## src/rtl/parity_scrub_pkg.sv

```systemverilog
// Shared types for the parity scrub controller: arbiter FSM states and
// the source tag carried alongside each outstanding RAM read.
package parity_scrub_pkg;

    typedef enum logic [1:0] {
        IDLE  = 2'd0,
        PEND  = 2'd1,
        FORCE = 2'd2
    } scrub_state_t;

    typedef enum logic {
        SRC_USER  = 1'b0,
        SRC_SCRUB = 1'b1
    } read_src_t;

endpackage

```

## src/rtl/parity_scrub_ctrl_check.sv

```systemverilog
// parity_check: even-parity check of a returned RAM word. err is high when
// the XOR of the data bits disagrees with the stored parity bit.
module parity_check #(
    parameter int DATA_W = 32
) (
    input  logic [DATA_W-1:0] data,
    input  logic              parity,
    output logic              err
);

    assign err = ((^data) != parity);

endmodule

```

## src/rtl/parity_scrub_ctrl.sv

```systemverilog
// parity_scrub_ctrl: shares one single-port parity-protected RAM between a
// user read port and a periodic background scrubber, checks parity on every
// returned word and logs scrub failures.
// Optional macro SCRUB_STARVE_GUARD_EN: adds the FORCE state and wait counter
// so a pending scrub cannot be starved by a continuous user request.
module parity_scrub_ctrl
    import parity_scrub_pkg::*;
#(
    parameter int DATA_W         = 32,
    parameter int ADDR_W         = 8,
    parameter int SCRUB_INTERVAL = 256,
    parameter int STARVE_LIMIT   = 16,
    parameter int CNT_W          = 8
) (
    input  logic              clk,
    input  logic              reset,
    input  logic              user_req,
    input  logic [ADDR_W-1:0] user_addr,
    output logic              user_gnt,
    output logic              user_rvalid,
    output logic [DATA_W-1:0] user_rdata,
    output logic              user_perr,
    output logic              mem_rd_en,
    output logic [ADDR_W-1:0] mem_addr,
    input  logic [DATA_W-1:0] mem_rd_data,
    input  logic              mem_rd_parity,
    output logic              err_irq,
    output logic [ADDR_W-1:0] err_addr,
    output logic [CNT_W-1:0]  err_count,
    input  logic              err_clr,
    output logic              sweep_done
);

    localparam int INT_W = (SCRUB_INTERVAL > 1) ? $clog2(SCRUB_INTERVAL) : 1;

    logic [INT_W-1:0]  int_cnt_reg;
    logic              expire;
    scrub_state_t      state_reg;
    scrub_state_t      state_next;
    logic              scrub_gnt;
    logic [ADDR_W-1:0] scrub_addr_reg;
    logic              tag_valid_reg;
    read_src_t         tag_src_reg;
    logic [ADDR_W-1:0] tag_addr_reg;
    logic              rd_err;
    logic              user_done;
    logic              scrub_fail;

    assign expire = (int_cnt_reg == INT_W'(SCRUB_INTERVAL - 1));

    // Free-running interval counter; restarts at once, independent of the grant
    always_ff @(posedge clk) begin
        if (reset || expire) begin
            int_cnt_reg <= '0;
        end else begin
            int_cnt_reg <= int_cnt_reg + 1'b1;
        end
    end

    // Arbiter state register
    always_ff @(posedge clk) begin
        if (reset) begin
            state_reg <= IDLE;
        end else begin
            state_reg <= state_next;
        end
    end

`ifdef SCRUB_STARVE_GUARD_EN
    localparam int WAIT_W = $clog2(STARVE_LIMIT + 1);

    logic [WAIT_W-1:0] wait_reg;
    logic [WAIT_W-1:0] wait_next;

    // Starvation wait counter register
    always_ff @(posedge clk) begin
        if (reset) begin
            wait_reg <= '0;
        end else begin
            wait_reg <= wait_next;
        end
    end
`else
    // Strict user priority: the starvation limit has no effect in this build.
    logic unused_starve_limit;
    assign unused_starve_limit = (STARVE_LIMIT != 0);
`endif

    // Next-state logic; an expiry while a scrub is already pending is dropped
    always_comb begin
        state_next = state_reg;
`ifdef SCRUB_STARVE_GUARD_EN
        wait_next  = wait_reg;
`endif
        case (state_reg)
            IDLE: begin
                if (expire) begin
                    state_next = PEND;
                end
            end
            PEND: begin
                if (!user_req) begin
                    state_next = IDLE;
`ifdef SCRUB_STARVE_GUARD_EN
                    wait_next  = '0;
                end else begin
                    wait_next = wait_reg + 1'b1;
                    if (wait_reg == WAIT_W'(STARVE_LIMIT - 1)) begin
                        state_next = FORCE;
                    end
`endif
                end
            end
            FORCE: begin
                state_next = IDLE;
`ifdef SCRUB_STARVE_GUARD_EN
                wait_next  = '0;
`endif
            end
            default: state_next = IDLE;
        endcase
    end

    // Grant decode; no read is accepted while reset is asserted
    always_comb begin
        user_gnt  = 1'b0;
        scrub_gnt = 1'b0;
        if (!reset) begin
            case (state_reg)
                IDLE:    user_gnt = user_req;
                PEND: begin
                    user_gnt  = user_req;
                    scrub_gnt = !user_req;
                end
                FORCE:   scrub_gnt = 1'b1;
                default: ;
            endcase
        end
    end

    assign mem_rd_en  = user_gnt | scrub_gnt;
    assign mem_addr   = scrub_gnt ? scrub_addr_reg : (user_gnt ? user_addr : '0);
    assign sweep_done = scrub_gnt && (scrub_addr_reg == '1);

    // Scrub address walks the whole RAM and wraps naturally
    always_ff @(posedge clk) begin
        if (reset) begin
            scrub_addr_reg <= '0;
        end else if (scrub_gnt) begin
            scrub_addr_reg <= scrub_addr_reg + 1'b1;
        end
    end

    // One-entry tag: who issued the read now returning from the RAM
    always_ff @(posedge clk) begin
        if (reset) begin
            tag_valid_reg <= 1'b0;
            tag_src_reg   <= SRC_USER;
            tag_addr_reg  <= '0;
        end else begin
            tag_valid_reg <= mem_rd_en;
            tag_src_reg   <= scrub_gnt ? SRC_SCRUB : SRC_USER;
            tag_addr_reg  <= mem_addr;
        end
    end

    parity_check #(
        .DATA_W (DATA_W)
    ) u_parity_check (
        .data   (mem_rd_data),
        .parity (mem_rd_parity),
        .err    (rd_err)
    );

    assign user_done  = tag_valid_reg && (tag_src_reg == SRC_USER);
    assign scrub_fail = tag_valid_reg && (tag_src_reg == SRC_SCRUB) && rd_err;

    // User response register; scrub returns leave it untouched
    always_ff @(posedge clk) begin
        if (reset) begin
            user_rvalid <= 1'b0;
            user_rdata  <= '0;
            user_perr   <= 1'b0;
        end else begin
            user_rvalid <= user_done;
            if (user_done) begin
                user_rdata <= mem_rd_data;
                user_perr  <= rd_err;
            end
        end
    end

    // Scrub error log; a failure arriving with err_clr restarts the log with it
    always_ff @(posedge clk) begin
        if (reset) begin
            err_irq   <= 1'b0;
            err_addr  <= '0;
            err_count <= '0;
        end else if (scrub_fail) begin
            err_irq <= 1'b1;
            if (err_clr || (err_count == '0)) begin
                err_addr  <= tag_addr_reg;
                err_count <= CNT_W'(1);
            end else if (err_count != '1) begin
                err_count <= err_count + 1'b1;
            end
        end else if (err_clr) begin
            err_irq   <= 1'b0;
            err_addr  <= '0;
            err_count <= '0;
        end
    end

endmodule

```

## config.mk

```make
export PLATFORM = sky130hd
export DESIGN_NAME = parity_scrub_ctrl
export DESIGN_NICKNAME = d
export VERILOG_FILES = /design/src/rtl/parity_scrub_pkg.sv /design/src/rtl/parity_scrub_ctrl_check.sv /design/src/rtl/parity_scrub_ctrl.sv
export SDC_FILE = /design/constraint.sdc
export NUM_CORES = 1
export LEC_CHECK = 0
export ABC_CLOCK_PERIOD_IN_PS = 2800
export BUFFER_PORTS_ARGS = -buffer_cell sky130_fd_sc_hd__buf_2
export CAP_MARGIN = 15
export CORE_UTILIZATION = 45
export CTS_CLUSTER_DIAMETER = 50
export DETAILED_ROUTE_END_ITERATION = 10
export PLACE_DENSITY_LB_ADDON = 0.12
export REMOVE_ABC_BUFFERS = 1
export SYNTH_ARGS = -nofsm -noshare
export SYNTH_HDL_FRONTEND = slang
export SYNTH_SLANG_ARGS = --single-unit
```

## constraint.sdc

```tcl
create_clock -name clk -period 2.8 [get_ports clk]
set_clock_uncertainty 0.15 [all_clocks]
set_input_delay 0.14 -clock clk [delete_from_list [all_inputs] [get_ports clk]]
set_output_delay 0.14 -clock clk [all_outputs]
set_load 0.005 [all_outputs]
```

### Yosys cells after proc, flatten, opt, wreduce, memory -nomap -nowiden

Index checks and enable logic that the tools add are counted.

| word-level totals | value |
|---|---|
| word-level logic and storage cells | 60 |
| bits in latches | 0 |
| input port bits | 45 |
| memories | 0 |
| RAM bits | 0 |
| ROM bits | 0 |
| output and inout port bits | 62 |
| flip-flop bits (word level) | 79 |

| operators by class | value |
|---|---|
| shifts and indexed selects | 0 |
| divide/modulo/power cells | 0 |
| bitwise operators | 2 |
| equality and inequality tests | 10 |
| reduce and logical (&&, ||, !) cells | 15 |
| order comparisons | 0 |
| $mul | 0 |
| multiplexer cells | 18 |
| add/sub/neg operators | 3 |

Operator list:

| kind | number |
|---|---|
| $mux W8 | 8 |
| $reduce_xor A32 Y1 | 1 |
| $add A8 B1 Y8 const B | 3 |
| $eq A8 B8 Y1 const B | 2 |
| $logic_not A8 Y1 | 1 |
| $ne A8 B8 Y1 const B | 1 |
| $mux W1 | 6 |
| $reduce_and A2 Y1 | 3 |
| $logic_and A1 B1 Y1 | 4 |
| $mux W2 | 2 |
| $ne A2 B2 Y1 const B | 2 |
| $pmux W2 S2 | 1 |
| $ne A3 B1 Y1 const B | 1 |
| $eq A2 B1 Y1 const B | 1 |
| $eq A2 B2 Y1 const B | 1 |
| $logic_not A2 Y1 | 1 |
| $logic_or A1 B1 Y1 | 2 |
| $ne A2 B1 Y1 const B | 1 |
| $pmux W1 S2 | 1 |
| $reduce_bool A2 Y1 | 1 |
| $reduce_or A2 Y1 | 1 |
| $logic_not A1 Y1 | 1 |
| $ne A1 B1 Y1 | 1 |
| $not A1 Y1 | 1 |
| $or A1 B1 Y1 | 1 |

### Depth between registers and ports, before layout

Gate-level depths: netlist of run 1.

| depth | value |
|---|---|
| depth after elaboration | 6 |
| depth in mapped cells | 10 |
| mapped depth without buffers | 9 |

### By module

Synthesis of run 1 repeated with hierarchy kept, for this count alone.

| unflattened totals | value |
|---|---|
| cell total of the unflattened synthesis | 381 |
| area total of the unflattened synthesis | 3360.7 sq um |

By module, submodules not included:

| module | area each (sq um) | times used | sequential area each (sq um) | cells each |
|---|---|---|---|---|
| parity_scrub_ctrl | 3075.4 | 1 | 1561.5 | 350 |
| parity_check | 285.3 | 1 | 0.0 | 31 |

### Worst setup path before layout of run 1

No wires, ideal clock.

| timing path | value |
|---|---|
| path type | flip-flop to flip-flop |
| from | reg err_count[0] |
| to | reg err_count[2] |
| cell stages (with the launch flop) | 8 |
| arrival time | 1893 ps |
| slack | 698 ps |
| path buffers | 0 |
| data required time | 2592 ps |
| cell sequence | dfxtp_1 inv_1 ha_1 nor4b_1 a2111oi_0 nor2b_1 o211a_1 a21o_1 |

| on the way | value |
|---|---|
| cells in the longest elaborated chain, start to end | 4 |
| elaborated cells between the ends (all ways) | 9 |

Ends and longest elaborated chain:

| what | line | text |
|---|---|---|
| from (decl) | parity_scrub_ctrl.sv:29 | `output logic [CNT_W-1:0] err_count,` |
| from (signal assigned) | parity_scrub_ctrl.sv:205 | `err_count <= err_count + 1'b1;` |
| $add A8 B1 Y8 / $logic_not A8 Y1 (equally long branches) | parity_scrub_ctrl.sv:205, parity_scrub_ctrl.sv:201 |  |
| $mux W8 / $logic_or A1 B1 Y1 (equally long branches) | parity_scrub_ctrl.sv:204, parity_scrub_ctrl.sv:201 |  |
| $mux W8 / $ne A3 B1 Y1 (equally long branches) | - |  |
| $mux W8 / $reduce_and A2 Y1 (equally long branches) | - |  |

Parallel ways exist; a longest one is shown, timed or not. The select of a mux whose other input is x is not followed.
A chain may end at the register's enable or synchronous reset.

### Worst setup path in the final report of run 1

| timing path | value |
|---|---|
| from | in mem_rd_data[27] |
| to | reg err_addr[5] |

| on the way | value |
|---|---|
| cells in the longest elaborated chain, start to end | 5 |
| elaborated cells between the ends (all ways) | 7 |

Ends and longest elaborated chain:

| what | line | text |
|---|---|---|
| from (decl) | parity_scrub_ctrl.sv:25 | `input logic [DATA_W-1:0] mem_rd_data,` |
| $reduce_xor A32 Y1 (*) | parity_scrub_ctrl_check.sv:11 | `assign err = ((^data) != parity);` |
| $ne A1 B1 Y1 (*) | parity_scrub_ctrl_check.sv:11 |  |
| $logic_and A1 B1 Y1 (*) | parity_scrub_ctrl.sv:176 | `assign scrub_fail = tag_valid_reg && (tag_src_reg == SRC_SCRUB) && rd_err;` |
| $ne A2 B1 Y1 (no source line) / $reduce_bool A2 Y1 (equally long branches) | - |  |
| $reduce_and A2 Y1 (no source line) | - |  |
| to (signal assigned) | parity_scrub_ctrl.sv:202 | `err_addr <= tag_addr_reg;` |
| to (decl) | parity_scrub_ctrl.sv:28 | `output logic [ADDR_W-1:0] err_addr,` |

Mark *: on every way between the ends. The rest lies on a longest branch, timed or not.

==> impl_metrics.csv, run 1 <==
group,metric,value,unit
outcome,status,"finished clean",
setup_path,end_kind,"flop",
placement,place_congestion,0.791,
grt,grt_pass1_wl,13.0,mm
pwr,power.leakage,2.09,nW
layout,diodes,0,
setup_path,path_cells,"dlygate4sd3_1, buf_2, xnor2_1, xnor2_1, xnor2_1, xnor3_2, mux2i_4, or3b_2, a21oi_1",
pwr,internal_power,0.00200,W
grt,grt_pass1_vias,2924,
floorplan,dieWidth,88.9,um
layout,nNetsFinal,584,
sta,setup_viol,0,
placement,dp_hpwl,5.24,mm
drt,num_vias,3168,
drt,drc,0,
setup_path,crit_type,"in -> reg",
drt,drtPass1Iterations,5,
layout,largest_reg_flops,32,
sta,fmax,0.382,GHz
pwr,p_sw_share,26.1,%
setup_path,crit_family,"XOR/XNOR gates",
clocking,root_buffer,"clkbuf_8",
sta,finalHoldViolCount,0,
synthesis,synth_top_area_share,45.9,%
pwr,ir_drop,281,uV
setup_path,cp.required,2.93,ns
grt,grt_max_degree,36,
sta,finalSetupTns,0,ns
clocking,clk_latency,0.34,ns
placement,port_buffers,106,
placement,placed_area,0.00403,sq mm
floorplan,ios,107,
drt,drt_iter0_drc,152,
synthesis,yosysWarningCount,0,
floorplan,rows,31,
setup_path,cp_max_fo,17,
clocking,cts.path.max_buffers,2,
pwr,power_density,577,mW/mm^2
worst_hold_path,holdCritPathClass,"in -> reg",
synthesis,synthTopCellsByArea,"dfxtp_1 46%, nand2_1 9.3%, xnor2_1 8.2%, a21oi_1 6.8%, a22o_1 4.1%",
synthesis,ys_seq_elements,78,
layout,stdcell_count,639,
synthesis,ys_types,42,
floorplan,core,0.00729,sq mm
sta,slew_violations,0,
layout,drive_gt1_share,26.7,%
setup_path,crit_top_cell,"xnor2_1",
sta,slew_headroom,69.8,%
floorplan,dieHeight,88.9,um
synthesis,synth_most_common_cell,"nand2_1",
synthesis,ys.flop_type,"dfxtp_1",
pwr,combPwrFrac,19.4,%
setup_path,cp.arrival,2.75,ns
drt,wl_per_cell,12.9,um
pwr,seqPwrFrac,42.8,%
drt,detail_route.vias_per_cell,4.96,
pwr,clkPwrFrac,37.8,%
clocking,htree_levels,3,
setup_path,startpoint_type,"primary input",
synthesis,yosysSeqAreaShare,45.9,%
sta,tightest_slew,0.443,ns
grt,track_usage,21.4,%
synthesis,synth_edf_count,0,
drt,wirelength,8.23,mm
floorplan,dieArea,0.00791,sq mm
grt,overflow,0,
synthesis,yosys.area.top_type,"dfxtp_1",
synthesis,yosys-top-cells-count,"84 x nand2_1, 78 x dfxtp_1, 46 x a21oi_1",
clocking,cts_tree,"done",
placement,post-place-cells,581,
layout,top_register,"user_rdata",
synthesis,avgSynthCellArea,8.72,sq um
clocking,clk_pin_slew,0.08,ns
grt,antenna_found_initial,0,
synthesis,synthArstFlopShare,0,%
floorplan,start_util,46.6,%
synthesis,syn_area,0.00340,sq mm
sta,fin_crit,2.62,ns
sta,rsz0062_at_grt,"false",
drt,ant_nets,0,
setup_path,critPathSlowestCell,"dlygate4sd3_1",
flow_run,cap_viol_max_count,0,
pwr,power.switching,0.000706,W
setup_path,worst-path-buf-inv,2,
layout,final_area,0.00469,sq mm
clocking,cts_sinks,78,
clocking,cts_buffers,9,
clocking,ctsResizeCount,0,
sta,finalCritPeriodShare,93.5,%
layout,synthToLayoutAreaGrowth,38.0,%
setup_path,crit_path_max_incr_delay,0.53,ns
synthesis,syn_inst,390,
[per-stage QoR]
step | total power [W] | utilization (%) | worst slack [ns] | hold slack [ns]
floorplan | 0.00147 | - | 0.416 | 0.0546
global placement | 0.00166 | 55.2 | 0.443 | 0.226
detailed placement | 0.00167 | 55.2 | 0.383 | 0.224
CTS | 0.00274 | 64.3 | 0.181 | 0.0720
global route | 0.00284 | 64.3 | 0.0449 | 0.0999
finish | 0.00271 | 64.3 | 0.181 | 0.0710
[cells by family after synthesis]
family          after synthesis  share of synthesized area (%)
simple gates                153                           20.4
compound gates               82                           15.8
flops                        78                           45.9
xor+xnor                     44                           12.2
buf+inv                      27                           3.28
fa+ha+maj                     4                           1.47
mux                           2                          0.957
[what timing repair did]
item                      CTS  global route
hold buffers               42             0
hold endpoints to repair   44             0
buffers inserted            0             0
[worst paths after layout]
check | cells after the start | slack [ns] | from | to
setup / recovery | 9 | 0.18 | mem_rd_data[27] | err_addr[5]
hold / removal | 4 | 0.07 | err_clr | err_irq
setup reg to reg | 9 | 0.59 | err_count[0] | err_count[0]
hold reg to reg | 2 | 0.29 | tag_addr_reg[1] | err_addr[1]
[cell type report]
type | instances | area, sq um
Multi-Input combinational cell | 285 | 1730
Clock inverter | 7 | 120
Fill cell | 640 | 2600
Tap cell | 99 | 124
Clock buffer | 9 | 124
Inverter | 4 | 15.0
Timing Repair Buffer | 157 | 1020
Sequential cell | 78 | 1560
[power by group through the flow]
stage | logic [W] | registers [W] | clock network, W
final | 0.000525 | 0.00116 | 0.00102
after floorplan | 0.000282 | 0.00119 | 0
after global routing | 0.000579 | 0.00117 | 0.00110
after CTS | 0.000525 | 0.00116 | 0.00105
after global placement | 0.000477 | 0.00118 | 0
after detailed placement | 0.000480 | 0.00119 | 0
[per-layer routing]
layer | global-route usage, % | share of wire [%] | up-vias
li1 | - | - | 1605
met1 | 25.7 | 44 | 1460
met2 | 36.5 | 48 | 84
met3 | 4.43 | 5.6 | 19
met4 | 10.6 | 2.7 | 0
met5 | 0 | 0 | -
[cell usage in the layout (no fill, tap or decap), drive strengths merged, types with 8 or more instances in the layout]
cell type,instances
a21oi,46
nand2,84
buf,115
xnor2,32
dfxtp,78
a22o,16
xor2,10
clkbuf,9
nand3,8
or3b,8
nor2,28
dlygate4sd3,42
[tightest hold or removal path, delay by kind of cell]
family	cells	cell delay, ns
compound gates	1	0.05
buf+inv	2	0.26
simple gates	1	0.07
Power figures use the tool's default switching activity.
==> inputs of run 2 (changes only) <==
SYNTH_HIERARCHICAL = 1   (was default)
==> run 2 against run 1 <==
  * Die area fell by 1.1%
  * Critical path type unchanged
  * Sequential power barely moved
  * Register-to-register slack improved by 0.22 ns
  * Non-clock buffer count fell by 1
  * Critical endpoint is now err_count[5]
  * Combinational power fell by 23%
  * Maximum frequency fell by 0.43%
  * Sequential share of layout area rose by 0.30 points
  * Synthesized area fell by 1.1%
  * Flip-flop and latch count did not move
  * Via count fell by 0.88%
  * Cell count fell by 1.1%
==> impl_metrics.csv, run 2 <==
group,metric,value,unit
layout,fin_util,64.1,%
sta,slew_headroom,54.9,%
synthesis,yosys.area.top_type,"dfxtp_1",
drt,drtPass1Iterations,4,
layout,largest_reg_flops,32,
setup_path,cp.arrival,2.77,ns
setup_path,end_kind,"flop",
synthesis,synthArstFlopShare,0,%
setup_path,r2r-end,"err_addr[5]",
sta,finalCritPeriodShare,93.9,%
floorplan,core,0.00725,sq mm
setup_path,r2r_slack,0.81,ns
drt,wl_per_cell,12.7,um
setup_path,crit_path_max_incr_delay,0.55,ns
drt,detail_route.vias_per_cell,4.97,
setup_path,path_cells,"dlygate4sd3_1, buf_2, xor2_1, xnor2_1, xnor2_1, xnor2_1, xnor2_2, nand3_1, a2111oi_4, and3_1, a211o_1",
layout,synthToLayoutAreaGrowth,38.4,%
drt,ant_nets,0,
setup_path,worst-path-buf-inv,2,
grt,antenna_found_initial,0,
drt,num_vias,3140,
flow_run,cap_viol_max_count,0,
synthesis,yosysSeqAreaShare,46.5,%
drt,highest-signal-layer,"met4",
clocking,cts.path.max_buffers,2,
synthesis,syn_inst,381,
layout,diodes,0,
clocking,post_cts_buffers,0,
pwr,power_density,515,mW/mm^2
layout,nNetsFinal,577,
placement,dp_hpwl,5.21,mm
placement,port_buffers,106,
worst_hold_path,whs_path_depth,2,
clocking,clk_pin_slew,0.09,ns
synthesis,synth_edf_count,0,
placement,place_congestion,0.877,
floorplan,start_util,46.3,%
synthesis,synthTopCellsByArea,"dfxtp_1 46%, xnor2_1 9.4%, nand2_1 8.7%, a21oi_1 5.4%, a22o_1 4.2%",
clocking,clk_latency,0.35,ns
clocking,cts_tree,"done",
worst_hold_path,min_from,"reset",
synthesis,synth_top_area_share,46.5,%
setup_path,critPathSlowestCell,"dlygate4sd3_1",
sta,finalSetupTns,0,ns
floorplan,dieArea,0.00782,sq mm
synthesis,ys.flop_type,"dfxtp_1",
synthesis,ys_types,44,
grt,grt_pass1_vias,2896,
floorplan,rows,31,
floorplan,ios,107,
sta,fmax,0.380,GHz
clocking,htree_levels,3,
synthesis,avgSynthCellArea,8.82,sq um
pwr,finalPower,0.00240,W
setup_path,crit_family,"XOR/XNOR gates",
synthesis,yosys-top-cells-count,"78 x dfxtp_1, 78 x nand2_1, 36 x a21oi_1, 36 x xnor2_1, 29 x nor2_1",
synthesis,yosysWarningCount,6,
worst_hold_path,holdCritPathClass,"in -> reg",
synthesis,syn_area,0.00336,sq mm
setup_path,cp_max_fo,4,
clocking,cts_buffers,9,
layout,final_common_cell,"buf_2",
sta,rsz0062_at_grt,"false",
floorplan,dieWidth,88.4,um
sta,setup_viol,0,
drt,drt_iter0_drc,96,
drt,wl_met3,416,um
clocking,root_buffer,"clkbuf_8",
sta,slew_violations,0,
grt,overflow,0,
grt,grt_pass1_wl,12.8,mm
drt,drt-met1-wl,3.67,mm
synthesis,ys_seq_elements,78,
outcome,status,"finished clean",
sta,fin_crit,2.63,ns
grt,track_usage,20.8,%
setup_path,startpoint_type,"primary input",
floorplan,dieHeight,88.4,um
setup_path,reg2regPathDepth,6,
sta,tightest_slew,0.677,ns
setup_path,cp.required,2.94,ns
drt,drc,0,
setup_path,crit_type,"in -> reg",
pwr,ir_drop,291,uV
layout,drive_gt1_share,26.8,%
grt,grt_max_degree,36,
sta,finalHoldViolCount,0,
layout,top_register,"user_rdata",
setup_path,crit_top_cell,"xnor2_1",
worst_hold_path,holdPathEnd,"scrub_addr_reg[7]",
clocking,cts_sinks,78,
pwr,power.leakage,2.01,nW
drt,wl_met2,3.83,mm
layout,final_cell_mix,"106 x buf_2, 78 x nand2_1, 78 x dfxtp_1",
setup_path,r2r_start,"err_count[0]",
drt,wirelength,8.03,mm
==> run 2: changes by cell type in the layout (fill, tap and decap cells not counted), moves of 4 or more <==
cell | previous run | this run
a21oi_1 | 46 | 36
a32oi_1 | 1 | 8
or3b_2 | 7 | 0
nand2_1 | 84 | 78
and3_1 | 2 | 7
nor3_1 | 1 | 6
a21o_1 | 4 | 0
nor2b_1 | 6 | 2
==> run 2: metrics by stage <==
step	cell area (sq um)	setup WS (ns)	hold WS, ns	instances
2_1_floorplan	3280	0.157	0.0591	361
3_3_place_gp	4000	0.138	0.221	574
3_5_place_dp	4000	0.0961	0.223	574
4_1_cts	4620	0.0747	0.134	632
5_1_grt	4650	0.00295	0.189	632
6_report	4650	0.170	0.155	632
==> run 2: cells by family after synthesis <==
kind of cell	after synthesis	share of synthesized area, %
AND/OR/NAND/NOR	151	20.4
flip-flops	78	46.5
AO/OA/AOI/OAI	77	16.1
XOR/XNOR	45	12.1
buffers and inverters	24	2.76
adder cells (fa/ha/maj)	4	1.49
multiplexers	2	0.596
==> run 2: area by class of cell <==
class | count | area (sq um)
fill | 625 | 2600
multi-input combinational | 279 | 1740
sequential | 78 | 1560
timing repair buffer | 156 | 1010
clock buffer | 9 | 124
tap | 99 | 124
clock inverter | 7 | 73.8
inverter | 4 | 15.0
==> run 2: where the power goes <==
part           internal, W  switching, W  total [W]
sequential         0.00114     0.0000161    0.00116
combinational     0.000219      0.000185   0.000405
clock             0.000414      0.000417   0.000832
==> run 2: metal layers <==
layer / vias to the layer above / track usage [%]
met3: 9 / 4.57
met4: 0 / 8.06
met5: - / 0
met2: 88 / 34.5
met1: 1440 / 26.4
li1: 1603 / -
==> run 2: worst max-delay path by stage <==
| stage | start | endpoint | slack (ns) | cells past startpoint |
|---|---|---|---|---|
| floorplan | mem_rd_data[31] | err_count[5] | 0.16 | 9 |
| global placement | mem_rd_data[10] | err_count[5] | 0.14 | 10 |
| detailed placement | mem_rd_data[31] | err_count[5] | 0.1 | 10 |
| CTS | mem_rd_data[14] | err_count[5] | 0.07 | 11 |
| global route | mem_rd_data[12] | err_count[5] | 0.003 | 11 |
| finish | mem_rd_data[28] | err_count[5] | 0.17 | 11 |
==> run 2: repair_timing <==
| action | 4_1_cts | 5_1_grt |
|---|---|---|
| hold buffers | 42 | 0 |
| endpoints found under the hold margin | 43 | 0 |
| endpoints found under the setup margin | 0 | 13 |
| resized for setup | 0 | 5 |
==> inputs of run 3 (changes only) <==
==> constraint.sdc (replaced) <==
create_clock -name clk -period 2.8 [get_ports clk]
set_clock_uncertainty 0.15 [all_clocks]
set_input_delay 0.28 -clock clk [delete_from_list [all_inputs] [get_ports clk]]
set_output_delay 0.28 -clock clk [all_outputs]
set_load 0.005 [all_outputs]
==> run 3 against run 2 <==
  * Cell count decreased by 6.0%
  * Combinational power decreased by 19%
  * Clock power is 11% lower
  * Critical path depth is 1 lower
  * Register-to-register slack better by 0.06 ns
  * First-iteration DRC count up 31%
  * Flip-flop and latch count unchanged
  * Core utilization shrank 6.1 points
  * Hold slack worse by 0.14 ns
  * Worst setup slack better by 0.13 ns
  * Critical endpoint is now err_addr[1]
  * Highest routed layer unchanged
==> impl_metrics.csv, run 3 (same netlist as run 2, synthesis figures left out) <==
group,metric,value,unit
drt,wl_met3,344,um
setup_path,path_cells,"buf_2, xnor2_1, xnor2_1, xnor2_1, xnor3_1, xnor2_1, and3_1, a31oi_1, a32oi_1, nor2_1",
clocking,cts_tree,"done",
pwr,finalPower,0.00223,W
layout,stdcell_count,594,
clocking,clk_pin_slew,0.08,ns
sta,rsz0062_at_grt,"false",
drt,num_vias,2986,
sta,fin_crit,2.50,ns
clocking,cts_sinks,78,
sta,slew_headroom,50.0,%
setup_path,startpoint_type,"primary input",
layout,final_area,0.00421,sq mm
setup_path,cp.required,2.87,ns
setup_path,crit_type,"in -> reg",
sta,finalCritPeriodShare,89.4,%
setup_path,r2r_slack,0.87,ns
sta,tightest_slew,0.747,ns
drt,detail_route.vias_per_cell,5.03,
setup_path,cp_max_fo,8,
floorplan,ios,107,
floorplan,dieArea,0.00782,sq mm
worst_hold_path,holdPathEnd,"tag_addr_reg[3]",
drt,wirelength,7.50,mm
grt,grt_max_degree,35,
grt,antenna_found_initial,0,
setup_path,r2r_start,"err_count[0]",
setup_path,end_kind,"flop",
setup_path,crit_path_max_incr_delay,0.37,ns
floorplan,dieHeight,88.4,um
worst_hold_path,holdCritPathClass,"in -> reg",
placement,dpl_worst_slack,-0.0606,ns
drt,wl_per_cell,12.6,um
pwr,power_density,530,mW/mm^2
layout,synthToLayoutAreaGrowth,25.3,%
layout,final_common_cell,"buf_2",
drt,drt_iter0_drc,126,
floorplan,start_util,46.3,%
grt,track_usage,20.2,%
clocking,clk_latency,0.34,ns
clocking,cts.path.max_buffers,2,
layout,final_cell_mix,"106 x buf_2, 78 x nand2_1, 78 x dfxtp_1",
pwr,ir_drop,288,uV
worst_hold_path,min_from,"user_addr[3]",
worst_hold_path,whs_path_depth,2,
clocking,ctsResizeCount,0,
layout,nNetsFinal,539,
flow_run,cap_viol_max_count,0,
placement,post-place-cells,576,
layout,diodes,0,
sta,setup_ws,0.298,ns
layout,largest_reg_flops,32,
setup_path,crit_top_cell,"xnor2_1",
sta,fmax,0.400,GHz
placement,dp_hpwl,5.37,mm
placement,port_buffers,106,
drt,drc,0,
setup_path,cp.arrival,2.57,ns
floorplan,core,0.00725,sq mm
sta,slew_violations,0,
drt,ant_nets,0,
setup_path,reg2regPathDepth,6,
pwr,power.leakage,1.83,nW
floorplan,dieWidth,88.4,um
setup_path,r2r-end,"err_addr[6]",
drt,highest-signal-layer,"met4",
placement,place_congestion,0.854,
drt,wl_met2,3.56,mm
setup_path,critPathSlowestCell,"xnor3_1",
layout,top_register,"user_rdata",
floorplan,rows,31,
clocking,root_buffer,"clkbuf_8",
clocking,cts_buffers,9,
sta,setup_viol,0,
drt,drt-met1-wl,3.51,mm
grt,grt_pass1_wl,12.2,mm
placement,placed_area,0.00402,sq mm
sta,finalHoldViolCount,0,
clocking,htree_levels,3,
layout,drive_gt1_share,28.7,%
grt,grt_pass1_vias,2678,
grt,overflow,0,
drt,drtPass1Iterations,5,
outcome,status,"finished clean",
-- run 3: routing by layer --
layer  global-route usage, %  up-vias
met2                    33.3       70
met1                    25.5     1383
li1                        -     1526
met3                    4.48        7
met4                    8.36        0
met5                       0        -
-- run 3: report_power, final --
| group | total, W | switching [W] | internal (W) |
|---|---|---|---|
| registers | 0.00116 | 0.0000160 | 0.00114 |
| logic | 0.000330 | 0.000163 | 0.000168 |
| clock network | 0.000741 | 0.000401 | 0.000341 |
-- run 3: worst max path at each step --
stage	start	end	depth (start not counted)
floorplan	mem_rd_data[31]	err_count[5]	9
global placement	mem_rd_data[10]	err_count[5]	10
detailed placement	mem_rd_data[5]	err_count[5]	10
CTS	mem_rd_data[5]	err_count[5]	10
global route	mem_rd_data[5]	err_count[5]	10
finish	mem_rd_data[5]	err_addr[1]	10
-- run 3: worst max-delay path, delay by kind of cell --
kind	cells	cell delay [ns]
xor gates and xnor gates	5	1.20
AOI/OAI and AO/OA	2	0.58
and+or+nand+nor	2	0.40
buffers and inverters	1	0.11
-- run 3: metrics by stage --
stage	TNS [ns]	hold WS (ns)	util [%]
CTS	0	0.00340	58.0
floorplan	0	0.199	-
detailed placement	-0.346	0.283	55.4
global placement	-0.0142	0.275	55.4
global route	0	0.0162	58.0
finish	0	0.0198	58.0
-- run 3: area by class of cell --
type / instances / area, sq um
inverter: 4 / 15.0
timing repair buffer: 118 / 626
fill: 687 / 3040
sequential: 78 / 1560
multi-input combinational: 279 / 1710
clock inverter: 6 / 37.5
clock buffer: 10 / 138
tap: 99 / 124
-- run 3: timing repair --
| action | in CTS | in global routing |
|---|---|---|
| buffers inserted | 0 | 0 |
| hold buffers | 2 | 0 |
| endpoints found under the hold margin | 2 | 0 |
| endpoints found under the setup margin | 0 | 0 |
